===== config.mk =====
export PLATFORM = sky130hd
export DESIGN_NAME = pkg_framer_flat
export DESIGN_NICKNAME = d
export VERILOG_FILES = /design/src/rtl/pkg_framer_pkg.sv /design/src/rtl/pkg_framer_if.sv /design/src/rtl/pkg_clip.sv /design/src/rtl/pkg_framer.sv /design/src/flat_wrapper.sv
export SDC_FILE = /design/constraint.sdc
export NUM_CORES = 1
export LEC_CHECK = 0
export ABC_AREA = 1
export BUFFER_PORTS_ARGS = -buffer_cell sky130_fd_sc_hd__buf_2
export CORE_MARGIN = 5
export CORE_UTILIZATION = 52
export DETAILED_ROUTE_END_ITERATION = 7
export PLACE_DENSITY_LB_ADDON = 0.05
export SLEW_MARGIN = 20
export SYNTH_ARGS = -nofsm -noshare
export SYNTH_HDL_FRONTEND = slang
export SYNTH_SLANG_ARGS = --single-unit

===== constraint.sdc =====
create_clock -name clk -period 2.2 [get_ports clk]
set_input_delay 0.22 -clock clk [delete_from_list [all_inputs] [get_ports clk]]
set_output_delay 0.22 -clock clk [all_outputs]
set_load 0.02 [all_outputs]

===== src/rtl/pkg_framer_pkg.sv =====
// Shared definitions for the packet framer: default parameters, FSM state
// encoding and a small helper for sizing the idle-gap counter.
package pkg_framer_pkg;

    localparam int DEF_WIDTH   = 16;
    localparam int DEF_MAX_LEN = 256;
    localparam int DEF_GAP_LEN = 2;

    typedef enum logic [2:0] {
        ST_IDLE    = 3'd0,
        ST_PAYLOAD = 3'd1,
        ST_EOF     = 3'd2,
        ST_DROP    = 3'd3,
        ST_GAP     = 3'd4
    } state_t;

    // The gap counter must hold GAP_LEN; keep it at least one bit wide so a
    // zero-length gap still yields a legal declaration.
    function automatic int gap_cnt_width(input int gap_len);
        return (gap_len < 1) ? 1 : $clog2(gap_len + 1);
    endfunction

endpackage


===== src/rtl/pkg_framer_if.sv =====
// Payload-in / framed-out stream bundle. The framer sits on the slave
// modport; the sample source and downstream sink use the master modport.
interface pkg_framer_if
    import pkg_framer_pkg::*;
#(
    parameter int WIDTH = DEF_WIDTH
);
    logic signed [2*WIDTH-1:0] s_data_i;
    logic                      s_valid_i;
    logic                      s_last_i;
    logic                      s_ready_o;
    logic signed [2*WIDTH-1:0] m_data_o;
    logic                      m_valid_o;
    logic                      m_ready_i;

    modport slave (
        input  s_data_i, s_valid_i, s_last_i, m_ready_i,
        output s_ready_o, m_data_o, m_valid_o
    );

    modport master (
        output s_data_i, s_valid_i, s_last_i, m_ready_i,
        input  s_ready_o, m_data_o, m_valid_o
    );
endinterface


===== src/rtl/pkg_clip.sv =====
// Marker-collision clipper: nudges a payload sample that equals the start or
// stop marker one step toward zero so the receiver never sees a false marker.
module pkg_clip
    import pkg_framer_pkg::*;
#(
    parameter int WIDTH = DEF_WIDTH
) (
    input  logic signed [2*WIDTH-1:0] data_i,
    output logic signed [2*WIDTH-1:0] data_o,
    output logic                      clipped_o
);
    localparam int SW = 2 * WIDTH;
    localparam logic [SW-1:0] MARK_START = {1'b0, {(SW-1){1'b1}}};
    localparam logic [SW-1:0] MARK_STOP  = {1'b1, {(SW-1){1'b0}}};

    // Replace marker values with their nearest non-marker neighbour.
    always_comb begin
        data_o    = data_i;
        clipped_o = 1'b0;
        if (data_i == MARK_START) begin
            data_o    = MARK_START - SW'(1);
            clipped_o = 1'b1;
        end else if (data_i == MARK_STOP) begin
            data_o    = MARK_STOP + SW'(1);
            clipped_o = 1'b1;
        end
    end
endmodule


===== src/rtl/pkg_framer.sv =====
// Transmit-side packet framer: wraps payload samples between a start marker
// and a stop marker, then enforces an idle gap. Over-long packets are cut at
// MAX_LEN and their remaining samples are swallowed.
module pkg_framer
    import pkg_framer_pkg::*;
#(
    parameter int WIDTH   = DEF_WIDTH,
    parameter int MAX_LEN = DEF_MAX_LEN,
    parameter int GAP_LEN = DEF_GAP_LEN
) (
    input  logic         clk,
    input  logic         rst,
    pkg_framer_if.slave  bus,
    output logic         busy_o,
    output logic         clip_o,
    output logic         trunc_o
);
    localparam int SW = 2 * WIDTH;
    localparam int CW = $clog2(MAX_LEN + 1);
    localparam int GW = gap_cnt_width(GAP_LEN);
    localparam logic [SW-1:0] MARK_START = {1'b0, {(SW-1){1'b1}}};
    localparam logic [SW-1:0] MARK_STOP  = {1'b1, {(SW-1){1'b0}}};

    state_t          state;
    logic [SW-1:0]   m_data_q;
    logic            m_valid_q;
    logic [CW-1:0]   cnt;
    logic [GW-1:0]   gap_cnt;
    logic            trunc_flag;
    logic            out_free;
    logic            s_ready;
    logic            accept;
    logic            at_limit;
    logic [SW-1:0]   clip_data;
    logic            clipped;

    pkg_clip #(.WIDTH(WIDTH)) u_clip (
        .data_i   (bus.s_data_i),
        .data_o   (clip_data),
        .clipped_o(clipped)
    );

    assign out_free      = !m_valid_q || bus.m_ready_i;
    assign accept        = bus.s_valid_i && s_ready;
    assign at_limit      = (cnt == CW'(MAX_LEN - 1));
    assign bus.s_ready_o = s_ready;
    assign bus.m_data_o  = m_data_q;
    assign bus.m_valid_o = m_valid_q;
    assign busy_o        = (state != ST_IDLE);
    assign clip_o        = accept && (state == ST_PAYLOAD) && clipped;
    assign trunc_o       = accept && (state == ST_PAYLOAD) && !bus.s_last_i && at_limit;

    // Payload is taken only while the output register can accept it; in DROP
    // samples are swallowed unconditionally.
    always_comb begin
        s_ready = 1'b0;
        case (state)
            ST_PAYLOAD: s_ready = out_free;
            ST_DROP:    s_ready = 1'b1;
            default:    s_ready = 1'b0;
        endcase
    end

    // Framing FSM driving the registered output stream.
    always_ff @(posedge clk) begin
        if (rst) begin
            state      <= ST_IDLE;
            m_data_q   <= '0;
            m_valid_q  <= 1'b0;
            cnt        <= '0;
            gap_cnt    <= '0;
            trunc_flag <= 1'b0;
        end else begin
            if (out_free) begin
                m_valid_q <= 1'b0;
            end
            case (state)
                ST_IDLE: begin
                    if (bus.s_valid_i && out_free) begin
                        m_data_q  <= MARK_START;
                        m_valid_q <= 1'b1;
                        cnt       <= '0;
                        state     <= ST_PAYLOAD;
                    end
                end
                ST_PAYLOAD: begin
                    if (accept) begin
                        m_data_q  <= clip_data;
                        m_valid_q <= 1'b1;
                        cnt       <= cnt + 1'b1;
                        if (bus.s_last_i) begin
                            state <= ST_EOF;
                        end else if (at_limit) begin
                            trunc_flag <= 1'b1;
                            state      <= ST_EOF;
                        end
                    end
                end
                ST_EOF: begin
                    if (out_free) begin
                        m_data_q   <= MARK_STOP;
                        m_valid_q  <= 1'b1;
                        trunc_flag <= 1'b0;
                        if (trunc_flag) begin
                            state <= ST_DROP;
                        end else if (GAP_LEN == 0) begin
                            state <= ST_IDLE;
                        end else begin
                            gap_cnt <= GW'(GAP_LEN);
                            state   <= ST_GAP;
                        end
                    end
                end
                ST_DROP: begin
                    if (bus.s_valid_i && bus.s_last_i) begin
                        if (GAP_LEN == 0) begin
                            state <= ST_IDLE;
                        end else begin
                            gap_cnt <= GW'(GAP_LEN);
                            state   <= ST_GAP;
                        end
                    end
                end
                ST_GAP: begin
                    if (gap_cnt <= GW'(1)) begin
                        state <= ST_IDLE;
                    end else begin
                        gap_cnt <= gap_cnt - 1'b1;
                    end
                end
                default: state <= ST_IDLE;
            endcase
        end
    end
endmodule

===== src/flat_wrapper.sv =====
// flat-port wrapper written by rule: the top's interface ports become plain ports
module pkg_framer_flat import pkg_framer_pkg::*;
#(
    parameter int WIDTH   = DEF_WIDTH,
    parameter int MAX_LEN = DEF_MAX_LEN,
    parameter int GAP_LEN = DEF_GAP_LEN
)
  (clk, rst, busy_o, clip_o, trunc_o, bus_s_data_i, bus_s_valid_i, bus_s_last_i, bus_m_ready_i, bus_s_ready_o, bus_m_data_o, bus_m_valid_o);
  pkg_framer_if #(.WIDTH(WIDTH)) bus_i ();
  input  logic clk;
  input  logic rst;
  output logic busy_o;
  output logic clip_o;
  output logic trunc_o;
  input wire logic [$bits(bus_i.s_data_i)-1:0] bus_s_data_i;
  input wire logic [$bits(bus_i.s_valid_i)-1:0] bus_s_valid_i;
  input wire logic [$bits(bus_i.s_last_i)-1:0] bus_s_last_i;
  input wire logic [$bits(bus_i.m_ready_i)-1:0] bus_m_ready_i;
  output wire logic [$bits(bus_i.s_ready_o)-1:0] bus_s_ready_o;
  output wire logic [$bits(bus_i.m_data_o)-1:0] bus_m_data_o;
  output wire logic [$bits(bus_i.m_valid_o)-1:0] bus_m_valid_o;
  assign bus_i.s_data_i = bus_s_data_i;
  assign bus_i.s_valid_i = bus_s_valid_i;
  assign bus_i.s_last_i = bus_s_last_i;
  assign bus_i.m_ready_i = bus_m_ready_i;
  assign bus_s_ready_o = bus_i.s_ready_o;
  assign bus_m_data_o = bus_i.m_data_o;
  assign bus_m_valid_o = bus_i.m_valid_o;
  pkg_framer #(.WIDTH(WIDTH), .MAX_LEN(MAX_LEN), .GAP_LEN(GAP_LEN)) u_core (.clk(clk), .rst(rst), .bus(bus_i), .busy_o(busy_o), .clip_o(clip_o), .trunc_o(trunc_o));
endmodule

Word-level counts from Yosys, hierarchy flattened
Index checks and enable logic that the tools add are counted.

Bits in registers: 48. Latch bits: 0. RAM bits: 0. Bits in read-only memories: 0. Output and inout port bits: 37. Logic and storage cells: 83. Memories kept: 0.

Add/sub/neg operators: 2. Multipliers: 0. Divide/modulo/power cells: 0. $lt $le $gt $ge: 1. Equal/unequal tests: 17. Shifts and indexed selects: 0. Mux-type cells: 36. Bitwise logic cells: 0. Reduce and logical (&&, ||, !) cells: 21.

Operators with widths (number): 2-to-1 mux 32 bit (5); one-hot mux 32 bit (3 select lines) (1); equality test 32 x 31 -> 1 bit (second input constant) (1); equality test 32 bit (second input constant) (1); 2-to-1 mux 3 bit (8); 2-to-1 mux 9 bit (2); one-hot mux 9 bit (2 select lines) (1); one-hot mux 3 bit (5 select lines) (1); != test 2 x 1 -> 1 bit (second input constant) (6); 2-to-1 mux 1 bit (10); AND reduction 5 bit (2); adder 9 x 1 -> 9 bit (second input constant) (1); equality test 9 x 8 -> 1 bit (second input constant) (1); nonzero test 3 bit (3); 2-to-1 mux 2 bit (4); logical AND 1 bit (7); equality test 3 x 2 -> 1 bit (second input constant) (2); != test 2 bit (second input constant) (3); one-hot mux 2 bit (3 select lines) (1); AND reduction 6 bit (1); one-hot mux 1 bit (2 select lines) (2); AND reduction 4 bit (1); nonzero test 2 bit (2); equality test 3 x 1 -> 1 bit (second input constant) (1); 9 further kinds (10).

Logic depth before layout (Yosys ltp)
Word-level depth: 7. Mapped depth: 13.

Cells and area by module
From an unflattened synthesis, not the netlist that was laid out.

Cell total of the unflattened synthesis: 466. Area total of the unflattened synthesis: 2856.5 um^2.

Modules (own cells, without submodules): pkg_framer (times used 1, cells each 375, area each 2498.6 um^2); pkg_clip (times used 1, cells each 91, area each 357.8 um^2).

Least setup slack after synthesis
Ideal clock, no wire load.

Kind: reg-to-output. Start: register u_core.cnt[1]. End: output port trunc_o. Arrival: 1.482 ns. Data required time: 1.980 ns. Path slack: 0.498 ns. Cell stages (with the launch flop): 9. Cells stage by stage: dfxtp_1 -> ha_1 -> nand2_1 -> nor3_1 -> nand2_1 -> nor2_1 -> ha_1 -> inv_1 -> nor3_2.

Longest elaborated chain between the ends: 2.

RTL lines: start, declared (RTL line pkg_framer.sv:27) `logic [CW-1:0] cnt;`; start signal, assigned (RTL line pkg_framer.sv:90) `cnt <= cnt + 1'b1;`; equality test 9 x 8 -> 1 bit (RTL line pkg_framer.sv:45) `assign at_limit = (cnt == CW'(MAX_LEN - 1));`; logical AND 1 bit (RTL line pkg_framer.sv:51) `assign trunc_o = accept && (state == ST_PAYLOAD) && !bus.s_last_i && at_limit;`; end, declared (RTL line flat_wrapper.sv:14) `output logic trunc_o;`.

Every way passes these cells.

Worst setup path in the final report
Same ends and word-level chain as after synthesis.

==> impl_metrics.py <==
metrics = {
    "run_status": {
        "status": "finished clean",
    },
    "worst_setup_path": {
        "cp_top_family": "simple AND/OR/NAND/NOR gates",
        "cpMostUsedCell": "nor3_2",
        "startpoint_type": "flop",
        "worst-path-buf-inv": 2,
        "endpoint": "trunc_o",
        "reg2reg_slack_ns": 0.34,
        "crit_start": "u_core.cnt[1]$_SDFFE_PP0P_",
        "critPathCaptureType": "primary output",
        "worst-path-stages": 9,
        "critPathArrivalTime_ns": 1.88,
        "path_cells": "ha_4 > nand2_2 > nor3_2 > nand2_1 > nor2_1 > ha_2 > inv_1 > nor3_2 > buf_4",
        "path_max_fanout": 3,
        "critPathMaxStageDelay_ns": 0.37,
        "cp.required_ns": 1.98,
        "cp_slowest_cell": "dfxtp_4",
        "r2r_end": "u_core.bus.m_data_o[0]$_SDFFE_PP0P_",
        "reg2regPathDepth": 8,
        "r2r-start": "u_core.state[0]$_SDFFE_PP0P_",
        "crit_type": "reg2out",
    },
    "power_and_ir_drop": {
        "power_density_mw_per_mm2": 1406,
        "swShare_pct": 46.48,
        "comb_power_share_pct": 54.6,
        "sequentialPowerShare_pct": 30.2,
        "intPower_w": 0.002444,
        "p_switching_w": 0.002123,
        "p_leak_nw": 1.588,
        "clockPowerShare_pct": 15.2,
        "vdd_ir_drop_max_uv": 611.5,
    },
    "global_routing": {
        "grt_overflow": 0,
        "grt_pass1_wl_um": 11170,
        "grt_pass1_vias": 2589,
        "grt_usage_pct": 21.18,
        "grt_max_degree": 35,
        "grt_antenna_before_repair": 0,
    },
    "finish": {
        "area_delta_synth_final_pct": 21.07,
        "drive_above_1_share_pct": 22.70,
        "mostFrequentLayoutCells": "106 x nand2_1, 72 x buf_2, 53 x inv_1",
        "final_common_cell": "nand2_1",
        "finalNetCount": 528,
        "antenna_cells": 0,
        "utilization_pct": 64.03,
    },
    "run": {
        "drv_cap": 0,
    },
    "clocking": {
        "cts_root_buf": "clkbuf_8",
        "ctsHtreeMaxLevel": 2,
        "holdBufCountCts": 0,
        "cts.clk_slew.worst_paths_ns": 0.09,
        "clk_path_buf_depth": 2,
        "clk_latency_ns": 0.30,
        "numClockSinks": 48,
        "cts_tree": "done",
        "cts_made_buffers": 5,
    },
    "logic_synthesis": {
        "yosys_warnings": 0,
        "synth_area_per_cell_um2": 6.375,
        "ys_seq_area_share_pct": 35.80,
        "syn_area_mm2": 0.002684,
        "yosysTopAreaCellShare_pct": 35.80,
        "ys_seq_elements": 48,
        "synth_area_leader_cell": "dfxtp_1",
        "netlist_instances": 421,
        "syn-num-nets": 461,
        "synthDistinctLibCells": 30,
        "synth.area.top_cells": "dfxtp_1 36%, nand2_1 15%, a21oi_1 8.8%",
    },
    "sta": {
        "worstMarginPinSlew_ns": 0.4584,
        "drv_slew": 0,
        "slew-limit-headroom_pct": 69.44,
        "skew_ns": 0.004707,
        "setup_viol": 0,
        "rsz0062_at_grt": "false",
        "finalCritPeriodShare_pct": 95.36,
        "layout_min_cycle_time_ns": 2.098,
        "max_freq_ghz": 0.4766,
        "final_hold_viol_count": 0,
        "fin_setup_tns_ns": 0,
        "hold_ws_ns": 0.2727,
    },
    "die": {
        "die_width_um": 81.84,
        "io_pins": 74,
        "coreArea_mm2": 0.005075,
        "rows": 26,
        "start_util_pct": 52.88,
        "die_area_mm2": 0.006698,
        "die_h_um": 81.84,
    },
    "hold_path": {
        "min_path_type": "in2reg",
    },
    "drt": {
        "wl_um": 6633,
        "wl_per_cell_um": 11.87,
        "vias": 2765,
        "dr.pass1.iters": 4,
        "drtIter0Drc": 133,
        "drc": 0,
        "ant_nets": 0,
        "viasPerCell": 4.946,
    },
    "placed_design": {
        "gp_congestion": 0.8859,
        "detailed_place_hpwl_um": 4962,
        "port-buffer-count": 73,
    },
}
tightest hold or removal path, delay by kind of cell:
| kind | cells | cell delay (ns) |
|---|---|---|
| AOI/OAI and AO/OA | 1 | 0.13 |
| buffers and inverters | 1 | 0.12 |
| and+or+nand+nor | 1 | 0.06 |
cell families (layout without fill, tap and decap cells):
logic type,after synthesis,after routing,synth area share [%]
compound gates,89,89,17.39
flops,48,48,35.80
simple gates,202,202,32.63
xor+xnor,1,1,0.3264
fa+ha+maj,3,3,1.399
buf+inv,78,146,12.45
area by class of cell:
type                       instances  area (um^2)
tap                               70        87.58
fill                             502         1826
clock buffer                       7        96.34
clock inverter                     1        30.03
timing repair buffer              80        432.9
sequential                        48        965.9
multi-input combinational        295         1419
inverter                          58        217.7
per-layer routing:
metal | vias to the layer above | GRT usage [%] | part of all wire, %
met5 | - | 0 | 0
met4 | 0 | 8.804 | 2.2
met3 | 14 | 4.057 | 5.7
met2 | 69 | 35.06 | 47
met1 | 1210 | 26.83 | 45
li1 | 1472 | - | -
timing repair:
action / 4_1_cts / 5_1_grt
resized for setup: 2 / 8
buffers inserted: 0 / 2
endpoints found under the setup margin: 1 / 2
gates cloned: 0 / 0
pin swaps: 0 / 5
power groups by stage:
stage	sequential, W	combinational (W)	clock, W
floorplan	0.00175	0.00151	0
global placement	0.00139	0.00245	0
detailed placement	0.00139	0.00248	0
CTS	0.00138	0.00249	0.000712
global route	0.00141	0.00280	0.000753
finish	0.00138	0.00249	0.000694
metrics by stage:
stage / setup WS, ns / total power (W) / instance area, um^2 / instances
floorplan: 0.4984 / 0.003260 / 2684 / 421
global placement: 0.3412 / 0.003835 / 3070 / 549
detailed placement: 0.3428 / 0.003875 / 3070 / 549
CTS: 0.01234 / 0.004582 / 3204 / 557
global route: 0.006602 / 0.004969 / 3249 / 559
finish: 0.1020 / 0.004567 / 3249 / 559
registers in the layout, indices dropped and copies added, names as in the netlist:
name and cells:
u_core.bus.m_data_o 32, u_core.bus.m_valid_o 1, u_core.cnt 9, u_core.gap_cnt 2
u_core.state 3, u_core.trunc_flag 1
worst min-delay path by stage:
| stage | start | slack (ns) | to | depth (start not counted) |
|---|---|---|---|---|
| 2_1_floorplan | u_core.cnt[4]$_SDFFE_PP0P_ | 0.42 | u_core.cnt[4]$_SDFFE_PP0P_ | 2 |
| 3_3_place_gp | u_core.cnt[4]$_SDFFE_PP0P_ | 0.43 | u_core.cnt[4]$_SDFFE_PP0P_ | 2 |
| 3_5_place_dp | u_core.cnt[4]$_SDFFE_PP0P_ | 0.44 | u_core.cnt[4]$_SDFFE_PP0P_ | 2 |
| 4_1_cts | bus_s_data_i[31] | 0.27 | u_core.bus.m_data_o[31]$_SDFFE_PP0P_ | 3 |
| 5_1_grt | bus_s_data_i[31] | 0.28 | u_core.bus.m_data_o[31]$_SDFFE_PP0P_ | 3 |
| 6_report | bus_s_data_i[31] | 0.27 | u_core.bus.m_data_o[31]$_SDFFE_PP0P_ | 3 |
Yosys cell counts:
library cell	n
nand2_1	107
inv_1	53
dfxtp_1	48
a21oi_1	47
nor2_1	41
nand3_1	39
o21ai_0	35
clkbuf_1	8
buf_2	6
inv_2	5
buf_4	3
buf_6	3
ha_1	3
nor2_2	3
nor3_1	3
a211oi_1	2
nand3_2	2
a21oi_4	1
a31oi_1	1
nand2_2	1
nand2_4	1
nand4_1	1
nor2_4	1
nor2_8	1
nor3_2	1
o211ai_1	1
o21ai_1	1
o22ai_1	1
or2_2	1
xor2_1	1
Power figures use the tool's default switching activity.
